<file path="src/rtl/math_adder_pkg.sv">
// Shared definitions for the sequenced math blocks: FSM state encoding and a
// constant-foldable ceil(log2) helper for sizing counters.
package math_adder_pkg;

  typedef enum logic [1:0] {
    StIdle = 2'd0,
    StRun  = 2'd1,
    StDone = 2'd2
  } state_e;

  // ceil(log2(v)), at least 1 so that counters never collapse to zero width.
  function automatic int unsigned clog2(input int unsigned v);
    int unsigned r;
    r = 1;
    for (int i = 1; i < 32; i++) begin
      if ((64'(1) << i) < 64'(v)) r = i + 1;
    end
    return r;
  endfunction

endpackage

</file>
<file path="src/rtl/math_adder_ripplecarry.sv">
// N-bit ripple-carry adder. s[N] is the carry-out.
module math_adder_ripplecarry #(
  parameter int unsigned N = 8
) (
  input  logic [N-1:0] a,
  input  logic [N-1:0] b,
  input  logic         ci,
  output logic [N:0]   s
);

  logic c;

  // Bit-serial carry chain, LSB first.
  always_comb begin
    s = '0;
    c = ci;
    for (int i = 0; i < int'(N); i++) begin
      s[i] = a[i] ^ b[i] ^ c;
      c    = (a[i] & b[i]) | (c & (a[i] ^ b[i]));
    end
    s[N] = c;
  end

endmodule

</file>
<file path="src/rtl/math_adder_multiword_seq.sv">
// Multi-precision adder: adds two W*K-bit operands plus carry-in through one
// shared W-bit ripple-carry adder, one chunk per cycle, LSB chunk first.
module math_adder_multiword_seq
  import math_adder_pkg::*;
#(
  parameter int unsigned W = 8,
  parameter int unsigned K = 4
) (
  input  logic             clk,
  input  logic             rst_n,
  input  logic             in_valid,
  output logic             in_ready,
  input  logic [W*K-1:0]   in_a,
  input  logic [W*K-1:0]   in_b,
  input  logic             in_ci,
  output logic             out_valid,
  input  logic             out_ready,
  output logic [W*K:0]     out_sum,
  output logic             out_ovf,
  output logic             busy
);

  localparam int unsigned N    = W * K;
  localparam int unsigned IdxW = clog2(K);

  state_e          state_q, state_d;
  logic [IdxW-1:0] idx_q, idx_d;
  logic            carry_q, carry_d;
  logic [N-1:0]    a_q, a_d, b_q, b_d;
  logic [N:0]      sum_q, sum_d;
  logic            ovf_q, ovf_d;

  logic [W-1:0]    chunk_a, chunk_b;
  logic [W:0]      chunk_s;
  logic            last;

  assign last = (idx_q == IdxW'(K - 1));

  // Select the operand chunks addressed by the chunk index.
  always_comb begin
    chunk_a = '0;
    chunk_b = '0;
    for (int k = 0; k < int'(K); k++) begin
      if (idx_q == IdxW'(k)) begin
        chunk_a = a_q[k*W +: W];
        chunk_b = b_q[k*W +: W];
      end
    end
  end

  math_adder_ripplecarry #(
    .N (W)
  ) u_rca (
    .a  (chunk_a),
    .b  (chunk_b),
    .ci (carry_q),
    .s  (chunk_s)
  );

  // Next-state: operand capture, chunk write-back, carry chain and handshakes.
  always_comb begin
    state_d = state_q;
    idx_d   = idx_q;
    carry_d = carry_q;
    a_d     = a_q;
    b_d     = b_q;
    sum_d   = sum_q;
    ovf_d   = ovf_q;
    unique case (state_q)
      StIdle: begin
        if (in_valid) begin
          a_d     = in_a;
          b_d     = in_b;
          carry_d = in_ci;
          idx_d   = '0;
          state_d = StRun;
        end
      end
      StRun: begin
        for (int k = 0; k < int'(K); k++) begin
          if (idx_q == IdxW'(k)) sum_d[k*W +: W] = chunk_s[W-1:0];
        end
        carry_d = chunk_s[W];
        if (last) begin
          // Index stays at K-1; the next accept clears it.
          sum_d[N] = chunk_s[W];
          ovf_d    = (a_q[N-1] == b_q[N-1]) && (chunk_s[W-1] != a_q[N-1]);
          state_d  = StDone;
        end else begin
          idx_d = idx_q + IdxW'(1);
        end
      end
      StDone: begin
        if (out_ready) state_d = StIdle;
      end
      default: state_d = StIdle;
    endcase
  end

  // State and datapath registers; reset discards any operation in flight.
  always_ff @(posedge clk or negedge rst_n) begin
    if (!rst_n) begin
      state_q <= StIdle;
      idx_q   <= '0;
      carry_q <= 1'b0;
      a_q     <= '0;
      b_q     <= '0;
      sum_q   <= '0;
      ovf_q   <= 1'b0;
    end else begin
      state_q <= state_d;
      idx_q   <= idx_d;
      carry_q <= carry_d;
      a_q     <= a_d;
      b_q     <= b_d;
      sum_q   <= sum_d;
      ovf_q   <= ovf_d;
    end
  end

  assign in_ready  = (state_q == StIdle);
  assign out_valid = (state_q == StDone);
  assign busy      = (state_q != StIdle);
  assign out_sum   = sum_q;
  assign out_ovf   = ovf_q;

endmodule

</file>
<file path="config.mk">
export PLATFORM = sky130hd
export DESIGN_NAME = math_adder_multiword_seq
export DESIGN_NICKNAME = d
export VERILOG_FILES = /design/src/rtl/math_adder_pkg.sv /design/src/rtl/math_adder_ripplecarry.sv /design/src/rtl/math_adder_multiword_seq.sv
export SDC_FILE = /design/constraint.sdc
export NUM_CORES = 1
export LEC_CHECK = 0
export BUFFER_PORTS_ARGS = -buffer_cell sky130_fd_sc_hd__buf_4
export CAP_MARGIN = 20
export CORE_UTILIZATION = 40
export DETAILED_ROUTE_END_ITERATION = 16
export SLEW_MARGIN = 30
export SYNTH_ARGS = -nofsm -noshare
export SYNTH_HDL_FRONTEND = slang
export SYNTH_SLANG_ARGS = --single-unit
</file>
<file path="constraint.sdc">
create_clock -name clk -period 5.3 [get_ports clk]
set_input_delay 1.06 -clock clk [delete_from_list [all_inputs] [get_ports clk]]
set_output_delay 1.06 -clock clk [all_outputs]
set_load 0.05 [all_outputs]
</file>
# Yosys cells after proc, flatten, opt, wreduce, memory -nomap -nowiden
# Cells that the tools add are included.
# classes
addsub	1
n_eq_ne	11
n_mux	17
bitwise_logic	40
reduce_logical	13
# ops
cell	n
$mux W8	8
$and A1 B1 Y1	16
$xor A1 B1 Y1	16
$reduce_and A2 Y1	6
$mux W2	5
$or A1 B1 Y1	8
$eq A2 B2 Y1 const B	3
$ne A2 B2 Y1 const B	3
$pmux W2 S3	1
$reduce_and A3 Y1	2
$eq A2 B1 Y1 const B	2
$logic_not A2 Y1	2
$pmux W2 S2	1
$reduce_bool A2 Y1	2
$add A2 B1 Y2 const B	1
$ne A2 B1 Y1 const B	1
$pmux W1 S2	1
$eq A1 B1 Y1	1
$logic_and A1 B1 Y1	1
$mux W1	1
$ne A1 B1 Y1	1
# word_totals
ff_bits	103
input_bits	69
wordCells	92

# Depth between registers and ports, before layout
# Gate-level depths: netlist (run 1).
# logic_depth
ltp_word	23
ltp_mapped	21
ltp_nobuf	19

# Modules after synthesis
# A second synthesis (run 1) with hierarchy kept.
# unflattened
cells_unflattened	340
hier_area_um2	4974.8
# by_module_without_submodules
mod	instances	cells_each	area_per_inst_um2
math_adder_multiword_seq	1	321	4769.6
math_adder_ripplecarry	1	19	205.2

# Least setup slack after synthesis (run 1)
# OpenSTA, ideal clock, no wires.
# synth_path
kind	flip-flop to flip-flop
start	register idx_q[0]
end	register ovf_q (netlist: out_ovf)
arrival_ns	4.841
t_required_ns	5.215
path_slack_ns	0.374
stages_incl_launch_ff	22
n_path_buf	2
synth_period_minus_slack_ns	4.926
path_cell_list	dfrtp_1 -> inv_1 -> ha_1 -> clkbuf_1 -> clkbuf_1 -> nand2_1 -> o21ai_0 -> a22oi_1 -> fa_1 -> fa_1 -> fa_1 -> fa_1 -> fa_1 -> inv_1 -> fa_1 -> inv_1 -> fa_1 -> inv_1 -> fa_1 -> and3b_1 -> a21oi_1 -> o21ai_0
# synth_between
elab_chain_len	23
word_cells_on_any_way	45
classes_between	eq/ne (4); mux (8); bitwise (30); reduce/logical (3)
# synth_rtl
item	line	source
start: declaration	math_adder_multiword_seq.sv:27	logic [IdxW-1:0] idx_q, idx_d;
start signal: assignment	math_adder_multiword_seq.sv:112	idx_q <= idx_d;
$logic_not A2 Y1	math_adder_multiword_seq.sv:44	if (idx_q == IdxW'(k)) begin
$mux W8 (4 in a row)	math_adder_multiword_seq.sv:44	
$xor A1 B1 Y1	math_adder_ripplecarry.sv:19	c = (a[i] & b[i]) | (c & (a[i] ^ b[i]));
$and A1 B1 Y1	math_adder_ripplecarry.sv:19	
$or A1 B1 Y1	math_adder_ripplecarry.sv:19	
$and A1 B1 Y1	math_adder_ripplecarry.sv:19	
$or A1 B1 Y1	math_adder_ripplecarry.sv:19	
$and A1 B1 Y1	math_adder_ripplecarry.sv:19	
(+5 left out)	--	
$and A1 B1 Y1	math_adder_ripplecarry.sv:19	
$or A1 B1 Y1	math_adder_ripplecarry.sv:19	
$and A1 B1 Y1	math_adder_ripplecarry.sv:19	
$or A1 B1 Y1	math_adder_ripplecarry.sv:19	
$xor A1 B1 Y1 *	math_adder_ripplecarry.sv:18	s[i] = a[i] ^ b[i] ^ c;
named net chunk_s[7]	math_adder_multiword_seq.sv:34	logic [W:0] chunk_s;
$ne A1 B1 Y1 *	math_adder_multiword_seq.sv:87	ovf_d = (a_q[N-1] == b_q[N-1]) && (chunk_s[W-1] != a_q[N-1]);
$logic_and A1 B1 Y1 *	math_adder_multiword_seq.sv:87	
end signal: assignment	math_adder_multiword_seq.sv:117	ovf_q <= ovf_d;
end: declaration	math_adder_multiword_seq.sv:31	logic ovf_q, ovf_d;
# The timed path passes the listed nets; every way through them passes the cells marked *.
# A chain may end at the register's enable or synchronous reset.

# Worst setup path in the final report (run 1)
# Ends and elaborated chain as after synthesis.

==> flow_metrics.env, run 1 <==
export IMPL_r2r_end="out_ovf$_DFFE_PN0P_"
export IMPL_fin_ws_ns=0.418
export IMPL_die_h_um=113
export IMPL_dp_cells=628
export IMPL_dpl_hpwl_um=8020
export IMPL_hold_class="flip-flop to flip-flop"
export IMPL_irDropWorstVdd_mv=0.268
export IMPL_postCtsSetupBuffers=0
export IMPL_finalSetupViolCount=0
export IMPL_min_delay_path_depth=2
export IMPL_drc=0
export IMPL_cts_buffers=9
export IMPL_cts_hold_repair_buffers=0
export IMPL_relSlewSlack_pct=44.6
export IMPL_power_per_cell_area_mw_per_mm2=797
export IMPL_grt_max_degree=67
export IMPL_cts_sinks=103
export IMPL_critPathLaunchType="flip-flop"
export IMPL_endpoint_kind="flip-flop"
export IMPL_synth_seq_cells=103
export IMPL_skew_ns=0.00692
export IMPL_path_class="flip-flop to flip-flop"
export IMPL_cts_buffer_depth=2
export IMPL_r2r_start="idx_q[0]$_DFFE_PN0P_"
export IMPL_areaGrowthSynthToFinish_pct=24.2
export IMPL_vias=3227
export IMPL_post_route_min_period_ns=4.88
export IMPL_place_ws_ns=0.447
export IMPL_arrival_ns=5.13
export IMPL_insertion_delay_ns=0.34
export IMPL_rows=40
export IMPL_wire_per_inst_um=17.2
export IMPL_p_leak_nw=2.97
export IMPL_stdcell_count=644
export IMPL_place_area_mm2=0.00578
export IMPL_core_area_mm2=0.0120
export IMPL_die_w_um=113
export IMPL_root_buffer="clkbuf_16"
export IMPL_drt_total_wl_um=11100
export IMPL_dieArea_mm2=0.0128
export IMPL_finalCritPeriodShare_pct=92.1
export IMPL_io_buffers=105
export IMPL_cts_resized=0
export IMPL_clk_pin_slew_worst_paths_ns=0.07
export IMPL_fillers=1069
export IMPL_synth_nets=472
export IMPL_design_area_mm2=0.00614
export IMPL_via_per_inst=5.01
export IMPL_max_cap_violations=0
export IMPL_max_slew_worst_pin_slew_ns=0.832
export IMPL_hp_start="out_sum[11]$_DFFE_PN0P_"
export IMPL_tns_ns=0
export IMPL_drive_gt1_share_pct=41.9
export IMPL_start_util_pct=41.2
export IMPL_crit_fanout=13
export IMPL_diodes=0
export IMPL_grt_pass1_wl_um=18100
export IMPL_grt_overflow_total=0
export IMPL_antenna_found_initial=0
export IMPL_status="completed"
export IMPL_r2r_slack_ns=0.42
export IMPL_rsz0062_at_grt="no"
export IMPL_hold_viol=0
export IMPL_grt_util_all_layers_pct=18.5
export IMPL_ios=106
export IMPL_syn_area_mm2=0.00494
export IMPL_yosys_warnings=0
export IMPL_ant_nets=0
export IMPL_htreeDepth=3
export IMPL_nets=573
export IMPL_firstDrtPassIters=4
export IMPL_slew_violations=0
export IMPL_crit_required_ns=5.54
export IMPL_hold_end="out_sum[11]$_DFFE_PN0P_"
export IMPL_cts_tree="built"
export IMPL_reg2reg_depth=20
export IMPL_routabilityCongestion=0.778
export IMPL_synth_cell_types=23
export IMPL_fmax_mhz=205
export IMPL_grt_pass1_vias=3323
export IMPL_synth_seq_area_share_pct=52.1
export IMPL_syn_inst=391
export IMPL_postSynthAreaPerCell_um2=12.6
export IMPL_drtIter0Drc=256
layout make-up:
class | count | area (µm²) | area share (%)
clock buffer | 11 | 253 | 4.12
timing repair buffer | 115 | 863 | 14.1
inverter | 25 | 93.8 | 1.53
tap | 147 | 184 | 3.00
sequential | 103 | 2580 | 42.0
clock inverter | 5 | 104 | 1.69
multi-input combinational | 238 | 2060 | 33.6
worst max-delay path: stages, from the launching register on:
cell	delay [ns]
dfrtp_1	0.41
inv_1	0.13
ha_1	0.24
buf_4	0.22
a21oi_1	0.05
o21ai_0	0.07
a22oi_1	0.10
fa_1	0.39
fa_1	0.39
fa_1	0.39
fa_1	0.39
fa_1	0.36
inv_1	0.08
fa_1	0.15
inv_1	0.05
fa_1	0.36
inv_1	0.08
fa_1	0.49
and3b_1	0.25
a21oi_1	0.04
o21ai_0	0.15
how the worst max path moves through the flow:
stage	endpoint	slack [ns]	start
5_1_grt	out_ovf$_DFFE_PN0P_	0.17	idx_q[0]$_DFFE_PN0P_
3_3_place_gp	out_ovf$_DFFE_PN0P_	0.60	idx_q[0]$_DFFE_PN0P_
6_report	out_ovf$_DFFE_PN0P_	0.42	idx_q[0]$_DFFE_PN0P_
3_5_place_dp	out_ovf$_DFFE_PN0P_	0.45	idx_q[0]$_DFFE_PN0P_
4_1_cts	out_ovf$_DFFE_PN0P_	0.41	idx_q[0]$_DFFE_PN0P_
2_1_floorplan	out_ovf$_DFFE_PN0P_	0.37	idx_q[0]$_DFFE_PN0P_
report_power, final:
group	switching (mW)	internal, mW
sequential	0.286	1.19
combinational	1.49	1.16
clock	0.284	0.487
through the flow:
step	total power, mW	util (%)	hold slack [ns]
after detailed placement	4.14	48.1	0.471
after CTS	4.93	51.1	0.487
after global placement	4.07	48.1	0.465
after global routing	5.23	51.1	0.503
after floorplan	3.38	-	0.450
final	4.89	51.1	0.478
Yosys cell counts (all sizes together):
library cell / count / area [µm²]
dfrtp: 103 / 2580
buf: 8 / 145
a22o: 7 / 61.3
a22oi: 12 / 90.1
mux2: 74 / 1060
and3b: 2 / 17.5
o21bai: 1 / 7.51
nor2: 3 / 11.3
and2: 1 / 8.76
fa: 8 / 160
or2: 1 / 8.76
nand3b: 4 / 30.0
mux2i: 1 / 10.0
or2b: 1 / 7.51
ha: 4 / 50.1
clkbuf: 17 / 63.8
inv: 25 / 93.8
nand2: 42 / 158
a21oi: 34 / 170
o21ai: 43 / 215
routing by layer:
metal | up-vias | wire length, µm | global-route usage, % | part of all wire, %
li1 | 1545 | - | - | -
met1 | 1582 | 5450 | 25.7 | 49
met2 | 90 | 5030 | 29.1 | 46
met3 | 10 | 421 | 2.79 | 3.8
met4 | 0 | 154 | 7.37 | 1.4
met5 | - | 0 | 0 | 0
sequential cells by signal, indices dropped and copies added (netlist names):
register / count
a_q: 32
b_q: 32
carry_q: 1
idx_q: 2
out_ovf: 1
out_sum: 33
state_q: 2
cells by family (layout without fill, tap and decap cells):
| logic type | Yosys count | count (layout) | share of synthesized area, % |
|---|---|---|---|
| multiplexers | 75 | 75 | 21.6 |
| adder cells (fa/ha/maj) | 12 | 12 | 4.25 |
| AO/OA/AOI/OAI | 97 | 97 | 11.0 |
| AND/OR/NAND/NOR | 54 | 54 | 4.88 |
| buffers and inverters | 50 | 156 | 6.12 |
| flip-flops | 103 | 103 | 52.1 |
cells in the final DEF, fill, tap and decap left out, types with 2 or more instances in the layout:
cell,netlist,layout
buf_4,0,115
dfrtp_1,103,103
mux2_4,60,60
o21ai_0,43,43
nand2_1,42,42
a21oi_1,34,34
inv_1,24,24
mux2_2,14,14
a22oi_1,12,12
clkbuf_16,0,9
fa_1,8,8
a22o_1,7,7
nand3b_1,4,4
ha_1,4,4
nor2_1,3,3
bufinv_16,0,3
and3b_1,2,2
clkbuf_8,0,2
No activity file was read; power rests on OpenSTA's default activity.
==> inputs of run 2 (changes only) <==
- CORE_MARGIN: default -> 2
- CTS_CLUSTER_DIAMETER: default -> 120
==> flow_metrics.env, run 2 (synthesis gave the netlist of run 1 again) <==
export IMPL_ios=106
export IMPL_htreeDepth=3
export IMPL_vias=3249
export IMPL_wire_per_inst_um=16.2
export IMPL_start_util_pct=41.0
export IMPL_crit_fanout=9
export IMPL_grt_pass1_wl_um=17200
export IMPL_drt_total_wl_um=10800
export IMPL_endpoint_kind="flip-flop"
export IMPL_via_per_inst=4.89
export IMPL_root_buffer="clkbuf_16"
export IMPL_irDropWorstVdd_mv=0.253
export IMPL_postCtsSetupBuffers=0
export IMPL_slew_violations=0
export IMPL_firstDrtPassIters=4
export IMPL_cpPeakStageDelay_ns=0.49
export IMPL_antenna_found_initial=0
export IMPL_post_route_min_period_ns=5.04
export IMPL_hold_end="out_sum[11]$_DFFE_PN0P_"
export IMPL_grt_pass1_vias=3275
export IMPL_nets=573
export IMPL_arrival_ns=5.29
export IMPL_max_slew_worst_pin_slew_ns=0.766
export IMPL_hold_class="flip-flop to flip-flop"
export IMPL_crit_required_ns=5.55
export IMPL_critPathLaunchType="flip-flop"
export IMPL_path_buf_inv=4
export IMPL_clk_pin_slew_worst_paths_ns=0.07
export IMPL_ant_nets=0
export IMPL_cts_resized=0
export IMPL_rows=40
export IMPL_final_cell_mix="buf_4, dfrtp_1, mux2_4, o21ai_0, nand2_1"
export IMPL_max_cap_violations=0
export IMPL_path_class="flip-flop to flip-flop"
export IMPL_r2r_end="out_ovf$_DFFE_PN0P_"
export IMPL_grt_max_degree=61
export IMPL_fmax_mhz=198
export IMPL_r2r_start="idx_q[0]$_DFFE_PN0P_"
export IMPL_p_total_mw=4.80
export IMPL_fillers=1059
export IMPL_diodes=0
export IMPL_grt_util_all_layers_pct=16.8
export IMPL_slowest_stage="fa_1"
export IMPL_core_area_mm2=0.0121
export IMPL_r2r_slack_ns=0.26
export IMPL_mostFrequentLayoutCell="buf_4"
export IMPL_dieArea_mm2=0.0133
export IMPL_finalSetupViolCount=0
export IMPL_register_area_mm2=0.00258
export IMPL_grt_overflow_total=0
export IMPL_insertion_delay_ns=0.34
export IMPL_path_cells="inv_1 -> ha_1 -> nand2_1 -> o21ai_0 -> a22oi_1 -> fa_1 -> fa_1 -> fa_1 -> fa_1 -> fa_1 -> inv_1 -> fa_1 -> inv_1 -> fa_1 -> inv_1 -> fa_1 -> and3b_1 -> a21oi_1 -> o21ai_0"
export IMPL_multi_input_area_mm2=0.00206
export IMPL_crit_path_start="idx_q[0]$_DFFE_PN0P_"
export IMPL_largest_reg_flops=33
export IMPL_dpl_hpwl_um=8010
export IMPL_status="completed"
export IMPL_p_leak_nw=2.95
export IMPL_cp_top_family="adder cells"
export IMPL_tns_ns=0
export IMPL_die_w_um=115
export IMPL_relSlewSlack_pct=49.0
export IMPL_hp_start="out_sum[11]$_DFFE_PN0P_"
export IMPL_cts_buffer_depth=2
export IMPL_hold_viol=0
export IMPL_die_h_um=115
export IMPL_drc=0
export IMPL_drtIter0Drc=228
export IMPL_cpMostUsedCell="fa_1"
export IMPL_cts_tree="built"
export IMPL_rsz0062_at_grt="no"
export IMPL_areaGrowthSynthToFinish_pct=24.1
export IMPL_io_buffers=105
export IMPL_finalCritPeriodShare_pct=95.1
export IMPL_reg2reg_depth=19
export IMPL_routabilityCongestion=0.794
export IMPL_fin_ws_ns=0.260
export IMPL_place_ws_ns=0.240
export IMPL_cts_hold_repair_buffers=0
export IMPL_cts_buffers=9
export IMPL_min_delay_path_depth=2
export IMPL_skew_ns=0.00679
export IMPL_cts_sinks=103
export IMPL_power_per_cell_area_mw_per_mm2=781
export IMPL_drive_gt1_share_pct=41.9
[run 2: cell count changes in the layout (fill, tap and decap cells not counted)]
cell	before	now
bufinv_16	3	1
buf_12	0	2
clkinvlp_4	0	2
clkinv_4	1	0
clkbuf_8	2	0
inv_8	0	1
buf_4	115	113
inv_6	0	2
[run 2: worst max-delay path by stage]
stage | end | slack, ns | cells past startpoint
floorplan | out_ovf$_DFFE_PN0P_ | 0.37 | 21
global placement | out_ovf$_DFFE_PN0P_ | 0.47 | 19
detailed placement | out_ovf$_DFFE_PN0P_ | 0.24 | 19
CTS | out_ovf$_DFFE_PN0P_ | 0.22 | 19
global route | out_ovf$_DFFE_PN0P_ | 0.01 | 19
finish | out_ovf$_DFFE_PN0P_ | 0.26 | 19
[run 2: area by class of cell]
type	instances	area share [%]
sequential	103	42.0
multi-input combinational	238	33.6
timing repair buffer	115	14.5
clock buffer	9	3.67
tap	168	3.42
inverter	25	1.53
clock inverter	7	1.28
[run 2: layer usage]
metal / GRT usage, % / up-vias / part of all wire (%)
met3: 2.74 / 12 / 4.9
met2: 24.9 / 106 / 44
met4: 5.86 / 0 / 1.4
met5: 0 / - / 0
met1: 24.9 / 1589 / 49
li1: - / 1542 / -
[run 2: tightest hold or removal path, stage by stage, from the launching register on]
cell and delay, ns:
dfrtp_1 0.35, nand2_1 0.05, o21ai_0 0.06
[run 2: metrics by stage]
step | cell area [µm²] | util (%) | hold WS, ns | cells
3_5_place_dp | 5830 | 48.4 | 0.472 | 649
4_1_cts | 6140 | 50.9 | 0.489 | 665
5_1_grt | 6140 | 50.9 | 0.511 | 665
6_report | 6140 | 50.9 | 0.485 | 665
3_3_place_gp | 5790 | 48.0 | 0.465 | 647
2_1_floorplan | 4940 | - | 0.450 | 391
[run 2: where the power goes]
part / switching, mW / leakage [nW] / internal [mW] / total (mW)
Clock: 0.309 / 0.144 / 0.372 / 0.681
Combinational: 1.48 / 1.56 / 1.17 / 2.64
Sequential: 0.279 / 1.24 / 1.19 / 1.47
